$ cat src/rtl/ahb_apb_bridge.sv
// AHB-Lite to APB bridge: one AHB transfer at a time becomes one APB
// setup/access sequence on the peripheral selected by the address index.
//
// Handshake: an AHB transfer is accepted on a rising edge where
// HSEL && HTRANS[1] && HREADY and the bridge is in IDLE or ERR2. Its data
// phase completes on the first later edge where HREADYOUT is high. On the
// APB side a transfer completes on the edge where PENABLE and the selected
// PREADY are both high.
module ahb_apb_bridge #(
    parameter int ADDR_WIDTH       = 32,
    parameter int WORD_WIDTH       = 32,
    parameter int N_PERIPH         = 4,
    parameter int PERIPH_ADDR_LSB  = 12,
    parameter int PERIPH_IDX_WIDTH = 3
) (
    input  logic                           HCLK,
    input  logic                           HRESETn,
    input  logic                           HSEL,
    input  logic [ADDR_WIDTH-1:0]          HADDR,
    input  logic [1:0]                     HTRANS,
    input  logic                           HWRITE,
    input  logic [2:0]                     HSIZE,
    input  logic [WORD_WIDTH-1:0]          HWDATA,
    input  logic                           HREADY,
    output logic                           HREADYOUT,
    output logic                           HRESP,
    output logic [WORD_WIDTH-1:0]          HRDATA,
    output logic [N_PERIPH-1:0]            PSEL,
    output logic                           PENABLE,
    output logic [ADDR_WIDTH-1:0]          PADDR,
    output logic                           PWRITE,
    output logic [WORD_WIDTH-1:0]          PWDATA,
    output logic [3:0]                     PSTRB,
    input  logic [N_PERIPH*WORD_WIDTH-1:0] PRDATA,
    input  logic [N_PERIPH-1:0]            PREADY,
    input  logic [N_PERIPH-1:0]            PSLVERR,
    output logic [2:0]                     dbg_state
);

    typedef enum logic [2:0] {
        S_IDLE   = 3'd0,
        S_SETUP  = 3'd1,
        S_ACCESS = 3'd2,
        S_ERR1   = 3'd3,
        S_ERR2   = 3'd4
    } state_t;

    state_t                      state_q, state_d;
    logic [PERIPH_IDX_WIDTH-1:0] idx_q, idx_d, hidx;
    logic                        accept, hidx_ok;
    logic                        sel_ready, sel_err;
    logic [WORD_WIDTH-1:0]       sel_rdata;
    logic [N_PERIPH-1:0]         psel_d;
    logic [3:0]                  strb_d;
    logic                        unused_htrans0;

    assign unused_htrans0 = HTRANS[0];
    assign hidx      = HADDR[PERIPH_ADDR_LSB +: PERIPH_IDX_WIDTH];
    assign hidx_ok   = (32'(hidx) < 32'(N_PERIPH));
    assign accept    = HSEL && HTRANS[1] && HREADY &&
                       (state_q == S_IDLE || state_q == S_ERR2);
    assign PWDATA    = HWDATA;
    assign dbg_state = state_q;

    // Mux the response of the captured peripheral; out-of-range indices select nothing.
    always_comb begin
        sel_ready = 1'b0;
        sel_err   = 1'b0;
        sel_rdata = '0;
        for (int i = 0; i < N_PERIPH; i++) begin
            if (idx_q == PERIPH_IDX_WIDTH'(i)) begin
                sel_ready = PREADY[i];
                sel_err   = PSLVERR[i];
                sel_rdata = PRDATA[i*WORD_WIDTH +: WORD_WIDTH];
            end
        end
    end

    // Byte strobes from size and low address bits; reads drive no strobes.
    always_comb begin
        strb_d = 4'b0000;
        if (HWRITE) begin
            case (HSIZE)
                3'd0:    strb_d = 4'b0001 << HADDR[1:0];
                3'd1:    strb_d = 4'b0011 << {HADDR[1], 1'b0};
                default: strb_d = 4'b1111;
            endcase
        end
    end

    // Next-state logic, plus the index and PSEL value the next state will show.
    always_comb begin
        state_d = state_q;
        idx_d   = accept ? hidx : idx_q;
        psel_d  = '0;
        case (state_q)
            S_IDLE, S_ERR2: begin
                if (accept) begin
                    state_d = hidx_ok ? S_SETUP : S_ERR1;
                end else begin
                    state_d = S_IDLE;
                end
            end
            S_SETUP:  state_d = S_ACCESS;
            S_ACCESS: begin
                if (sel_ready) begin
                    state_d = sel_err ? S_ERR1 : S_IDLE;
                end
            end
            S_ERR1:   state_d = S_ERR2;
            default:  state_d = S_IDLE;
        endcase
        if (state_d == S_SETUP || state_d == S_ACCESS) begin
            for (int i = 0; i < N_PERIPH; i++) begin
                psel_d[i] = (idx_d == PERIPH_IDX_WIDTH'(i));
            end
        end
    end

    // State and all registered bus outputs; reset drops the APB side at once.
    always_ff @(posedge HCLK or negedge HRESETn) begin
        if (!HRESETn) begin
            state_q   <= S_IDLE;
            idx_q     <= '0;
            HREADYOUT <= 1'b1;
            HRESP     <= 1'b0;
            HRDATA    <= '0;
            PSEL      <= '0;
            PENABLE   <= 1'b0;
            PADDR     <= '0;
            PWRITE    <= 1'b0;
            PSTRB     <= 4'b0000;
        end else begin
            state_q   <= state_d;
            idx_q     <= idx_d;
            HREADYOUT <= (state_d == S_IDLE) || (state_d == S_ERR2);
            HRESP     <= (state_d == S_ERR1) || (state_d == S_ERR2);
            PSEL      <= psel_d;
            PENABLE   <= (state_d == S_ACCESS);
            if (accept) begin
                PADDR  <= HADDR;
                PWRITE <= HWRITE;
                PSTRB  <= strb_d;
            end
            if (state_q == S_ACCESS && sel_ready && !sel_err && !PWRITE) begin
                HRDATA <= sel_rdata;
            end
        end
    end

endmodule

$ cat config.mk
export PLATFORM = sky130hd
export DESIGN_NAME = ahb_apb_bridge
export DESIGN_NICKNAME = d
export VERILOG_FILES = /design/src/rtl/ahb_apb_bridge.sv
export SDC_FILE = /design/constraint.sdc
export NUM_CORES = 1
export LEC_CHECK = 0
export BUFFER_PORTS_ARGS = -buffer_cell sky130_fd_sc_hd__buf_4
export CAP_MARGIN = 10
export CORE_AREA = 2 2 124 126
export DETAILED_ROUTE_END_ITERATION = 10
export DIE_AREA = 0 0 126 128
export GPL_TIMING_DRIVEN = 1
export PLACE_DENSITY = 0.73
export SLEW_MARGIN = 5
export SYNTH_ARGS = -nofsm -noshare
export SYNTH_HDL_FRONTEND = slang
export SYNTH_SLANG_ARGS = --single-unit
$ cat constraint.sdc
create_clock -name HCLK -period 2.3 [get_ports HCLK]
set_input_delay 0.23 -clock HCLK [delete_from_list [all_inputs] [get_ports HCLK]]
set_output_delay 0.23 -clock HCLK [all_outputs]
set_load 0.1 [all_outputs]
[Yosys cells after proc, flatten, opt, wreduce, memory -nomap -nowiden]
Cells that the tools add are included.
Storage, ports and cells
  bits of input ports: 210
  bits in registers: 82
  word-level logic and storage cells: 67
  output and inout bits: 111
Operators by class
  mux-type cells: 21
  $lt $le $gt $ge: 1
  shift-type cells: 2
  reduce and logical (&&, ||, !) cells: 18
  equal/unequal tests: 15
Operator list (count)
  32-bit two-way mux: 4
  3-bit by 2-bit == test with 1-bit output, second input constant: 8
  3-bit by 1-bit == test with 1-bit output, second input constant: 5
  3-bit logical NOT: 5
  3-bit one-hot mux with 4 select lines: 1
  1-bit two-way mux: 8
  4-bit two-way mux: 2
  4-bit one-hot mux with 2 select lines: 1
  3-bit == test, second input constant: 2
  1-bit logical AND: 6
  2-bit two-way mux: 3
  3-bit two-way mux: 2
  1-bit logical OR: 4
  1-bit by 2-bit << shifter with 4-bit output, first input constant: 1
  2-bit by 2-bit << shifter with 4-bit output, first input constant: 1
  3-bit < comparator, second input constant: 1
  1-bit logical NOT: 2
  2-bit OR reduction: 1

[Depth between registers and ports, before layout]
  depth after elaboration: 11
  depth in mapped cells: 7
  depth with buffers taken out: 5

[Worst setup path before layout]
Ideal clock, no wire load.
  path type: register to register
  start: register state_q[1] (netlist: dbg_state[1])
  end: register HRDATA[10]
  clock period less this slack: 2.783 ns
  required time: 2.175 ns
  setup slack: -0.483 ns
  setup time: 0.125 ns
  path buffers: 3
  cell stages (with the launch flop): 7
  arrival time: 2.658 ns
  cell sequence: dfrtp_1 -> buf_2 -> or3b_1 -> or4_1 -> buf_2 -> buf_6 -> mux2_4
Between the ends
  cells in the longest elaborated chain, start to end: 4
Ends and longest elaborated chain
  start, declared: RTL line 48  | state_t state_q, state_d;
  start signal, assigned: RTL line 134  | state_q <= state_d;
  3-bit by 2-bit == test with 1-bit output: RTL line 145  | if (state_q == S_ACCESS && sel_ready && !sel_err && !PWRITE) begin
  1-bit logical AND (3 in series): RTL line 145
  end signal, assigned: RTL line 146  | HRDATA <= sel_rdata;
  end, declared: RTL line 27  | output logic [WORD_WIDTH-1:0] HRDATA,
No other way between the ends.
A chain may end at the register's enable or synchronous reset.

[Worst setup path in the final report]
  start: register idx_q[0]
  end: register HRDATA[0]
Between the ends
  cells in the longest elaborated chain, start to end: 8
  elaborated cells between the ends (all ways): 20
  classes of those cells: 3 x eq/ne; 12 x mux; 5 x reduce/logical
Ends and longest elaborated chain
  start, declared: RTL line 49  | logic [PERIPH_IDX_WIDTH-1:0] idx_q, idx_d, hidx;
  start signal, assigned: RTL line 135  | idx_q <= idx_d;
  3-bit logical NOT: RTL line 71  | if (idx_q == PERIPH_IDX_WIDTH'(i)) begin
  1-bit two-way mux (4 in series): RTL line 71
  1-bit logical AND or 1-bit logical NOT (tied branches): RTL line 145
  1-bit logical AND (2 in series): RTL line 145
Several ways; a longest one is shown, not always the timed one.

==> results.json <==
{
  "cp-start-kind": "flop",
  "grt_max_degree": 50,
  "cts.sinks": 82,
  "crit_required_ns": 2.52,
  "syn_area_sq_um": 4560,
  "hpwl_mm": 11.2,
  "grt_pass1_vias": 3965,
  "worstReg2RegEnd": "HRDATA[0]",
  "final_area_sq_um": 6800,
  "port_buffers": 255,
  "reg2reg_from": "idx_q[0]",
  "cp_data_arrival_time_ns": 2.43,
  "grt_setup_unrepaired": "no",
  "cp_cell_sequence": "mux2_4, a22o_1, or4_4, buf_12, mux2_1",
  "critical_path.slowest_cell": "or4_4",
  "reg2reg_slack_ns": 0.09,
  "finClkSkew_ns": 0.00699,
  "synthFlopType": "dfrtp_1",
  "synthArstFlopShare": 1.00,
  "crit_fanout": 16,
  "synth_top_cell_by_area": "dfrtp_1",
  "grt_pass1_wl_mm": 21.9,
  "fin_tns_setup_ns": 0,
  "drc": 0,
  "routedWlPerCell_microns": 17.7,
  "grt_overflow_total": 0,
  "dieWidth_microns": 126,
  "p_leak_uw": 0.00352,
  "clockRootBuffer": "clkbuf_16",
  "groute.usage.overall": 0.177,
  "synth_edf_count": 0,
  "clkSlewWorstSetupHoldPaths_ns": 0.07,
  "area_growth_pct": 49.0,
  "hp-class": "in -> reg",
  "postRouteAntennaNets": 0,
  "drt-total-wl_mm": 14.4,
  "antenna_cells": 0,
  "drive_gt1_frac": 0.570,
  "fillers": 1426,
  "syn-instance-count": 397,
  "r2r_cells": 5,
  "cts_buffers": 9,
  "place_congestion": 0.780,
  "drtIter0Drc": 175,
  "synth.distinct_cells": 30,
  "rows": 45,
  "crit_path_max_incr_delay_ns": 0.58,
  "chipHeight_microns": 128,
  "cts_max_level": 3,
  "start_util": 0.307,
  "cts_buffer_depth": 2,
  "fin_crit_ns": 2.21,
  "criticalPathCategory": "reg -> reg",
  "synthDominantCellAreaShare": 0.444,
  "io_pins": 321,
  "routed_via_density": 4.69,
  "setup_viol": 0,
  "ir_drop_uv": 1050,
  "cp-end-kind": "flop",
  "maxCapViolations": 0,
  "power_density_nw_per_um2": 1770,
  "final_hold_viol_count": 0,
  "synthTopCellsByArea": "dfrtp_1 (44%), mux4_2 (16%), mux2_4 (10%)",
  "relSlewSlack": 0.377,
  "post_dp_cell_area_sq_um": 6470,
  "firstDrtPassIters": 4,
  "power_uw": 12000,
  "post-route-util": 0.457,
  "whs_endpoint": "PADDR[25]",
  "yosysSeqAreaShare": 0.450,
  "vias": 3828,
  "maxSlewViolCount": 0,
  "ys_warn_count": 0,
  "cts_tree": "yes",
  "outcome": "finished, final reports clean",
  "coreArea_sq_um": 14900,
  "clock.fmax_mhz": 452,
  "synth_area_per_cell_sq_um": 11.5,
  "hold-path-cell-count": 3,
  "synth_seq_cells": 82,
  "finalCritPeriodShare": 0.961,
  "antenna_found_initial": 0,
  "die_area_sq_um": 16100,
  "nNetsFinal": 833,
  "syn_nets": 607,
  "hold_start": "HADDR[25]",
  "clock_latency_ns": 0.34,
  "worstMarginPinSlew_ns": 0.922
}
[flip-flops by register name (all words and copies together) (netlist names)]
| register | count |
|---|---|
| PADDR | 32 |
| PSEL | 4 |
| dbg_state | 3 |
| HRESP | 1 |
| PWRITE | 1 |
| HREADYOUT | 1 |
| HRDATA | 32 |
| PSTRB | 4 |
| PENABLE | 1 |
| idx_q | 3 |
[kinds of logic (layout without fill, tap and decap cells)]
| group | count (synthesis) | count (layout) | synth area share |
|---|---|---|---|
| DFF | 82 | 82 | 0.450 |
| buffers and inverters | 59 | 290 | 0.0831 |
| and+or+nand+nor | 171 | 171 | 0.171 |
| muxes | 69 | 69 | 0.275 |
| AOI/OAI and AO/OA | 16 | 16 | 0.0214 |
[layer usage]
metal,up-vias,track usage,share of wire
li1,1777,-,-
met1,1835,0.204,0.37
met2,197,0.312,0.51
met3,19,0.0543,0.096
met4,0,0.0621,0.018
met5,-,0,0
[cell usage after synthesis (2+ instances only)]
cell / count
mux2_2: 2
mux4_2: 32
nor3_1: 6
inv_1: 4
dfrtp_1: 81
nand2_1: 109
nor2b_1: 35
mux2_1: 3
mux2_4: 31
nor2_1: 5
o21ai_0: 9
nand3b_1: 2
a22o_1: 2
buf_2: 6
clkbuf_1: 12
a21oi_1: 2
nand3_1: 8
buf_4: 32
buf_6: 4
and2_1: 2
[area by class of cell]
cell class	instances	area [sq um]	share of cell area
flip-flops and latches	82	2060	0.303
multi-input cells	256	2140	0.315
inverters	4	15.0	0.00221
well taps	188	235	0.0346
repair buffers	270	2060	0.303
clock inverters	7	58.8	0.00865
clock buffers	9	225	0.0331
[where the power goes]
group / total (uW) / leakage, uW / switching [uW] / internal (uW)
logic: 8170 / 0.00235 / 5860 / 2310
registers: 2440 / 0.00103 / 368 / 2080
clock network: 1400 / 0.000134 / 650 / 752
[cell usage in the layout, fill, tap and decap left out, types with 2 or more instances in the layout]
cell type,n
a21oi_1,2
a22o_1,2
and2_1,2
buf_4,267
clkbuf_16,9
clkinvlp_4,2
dfrtp_1,77
dfrtp_2,3
inv_1,4
inv_6,5
mux2_1,3
mux2_2,2
mux2_4,31
mux4_2,32
nand2_1,109
nand3_1,8
nand3b_1,2
nor2_1,4
nor2b_1,35
nor3_1,6
o21ai_0,9
[worst max-delay path, delay by kind of cell, from the launching register on]
family / cells / cell delay, ns
buffers and inverters: 1 / 0.19
AOI/OAI and AO/OA: 1 / 0.24
and+or+nand+nor: 1 / 0.58
DFF: 1 / 0.44
muxes: 2 / 0.62
[worst max path at each step]
stage                      start          to  slack (ns)
floorplan           dbg_state[1]  HRDATA[10]        0.07
global placement        idx_q[0]   HRDATA[1]       -0.02
detailed placement      idx_q[0]   HRDATA[0]       -0.06
CTS                     idx_q[0]   HRDATA[0]        0.07
global route            idx_q[0]   HRDATA[1]        0.04
finish                  idx_q[0]   HRDATA[0]        0.09
[stage by stage]
step	hold slack, ns	setup WS (ns)	cells
final	0.0750	0.0893	816
after detailed placement	0.310	-0.0590	798
after global routing	0.0730	0.0430	816
after global placement	0.309	-0.0190	798
after CTS	0.0575	0.0750	816
after floorplan	-0.0656	0.0680	397
[timing repair]
item / CTS / global route
gates resized for setup: 2 / 1
setup endpoints to repair: 32 / 16
setup buffers: 0 / 0
pin swaps: 1 / 0
hold endpoints to repair: 46 / 0
hold buffers: 1 / 0
gates cloned: 1 / 0
Note: power is estimated with default switching activity, not from simulation.
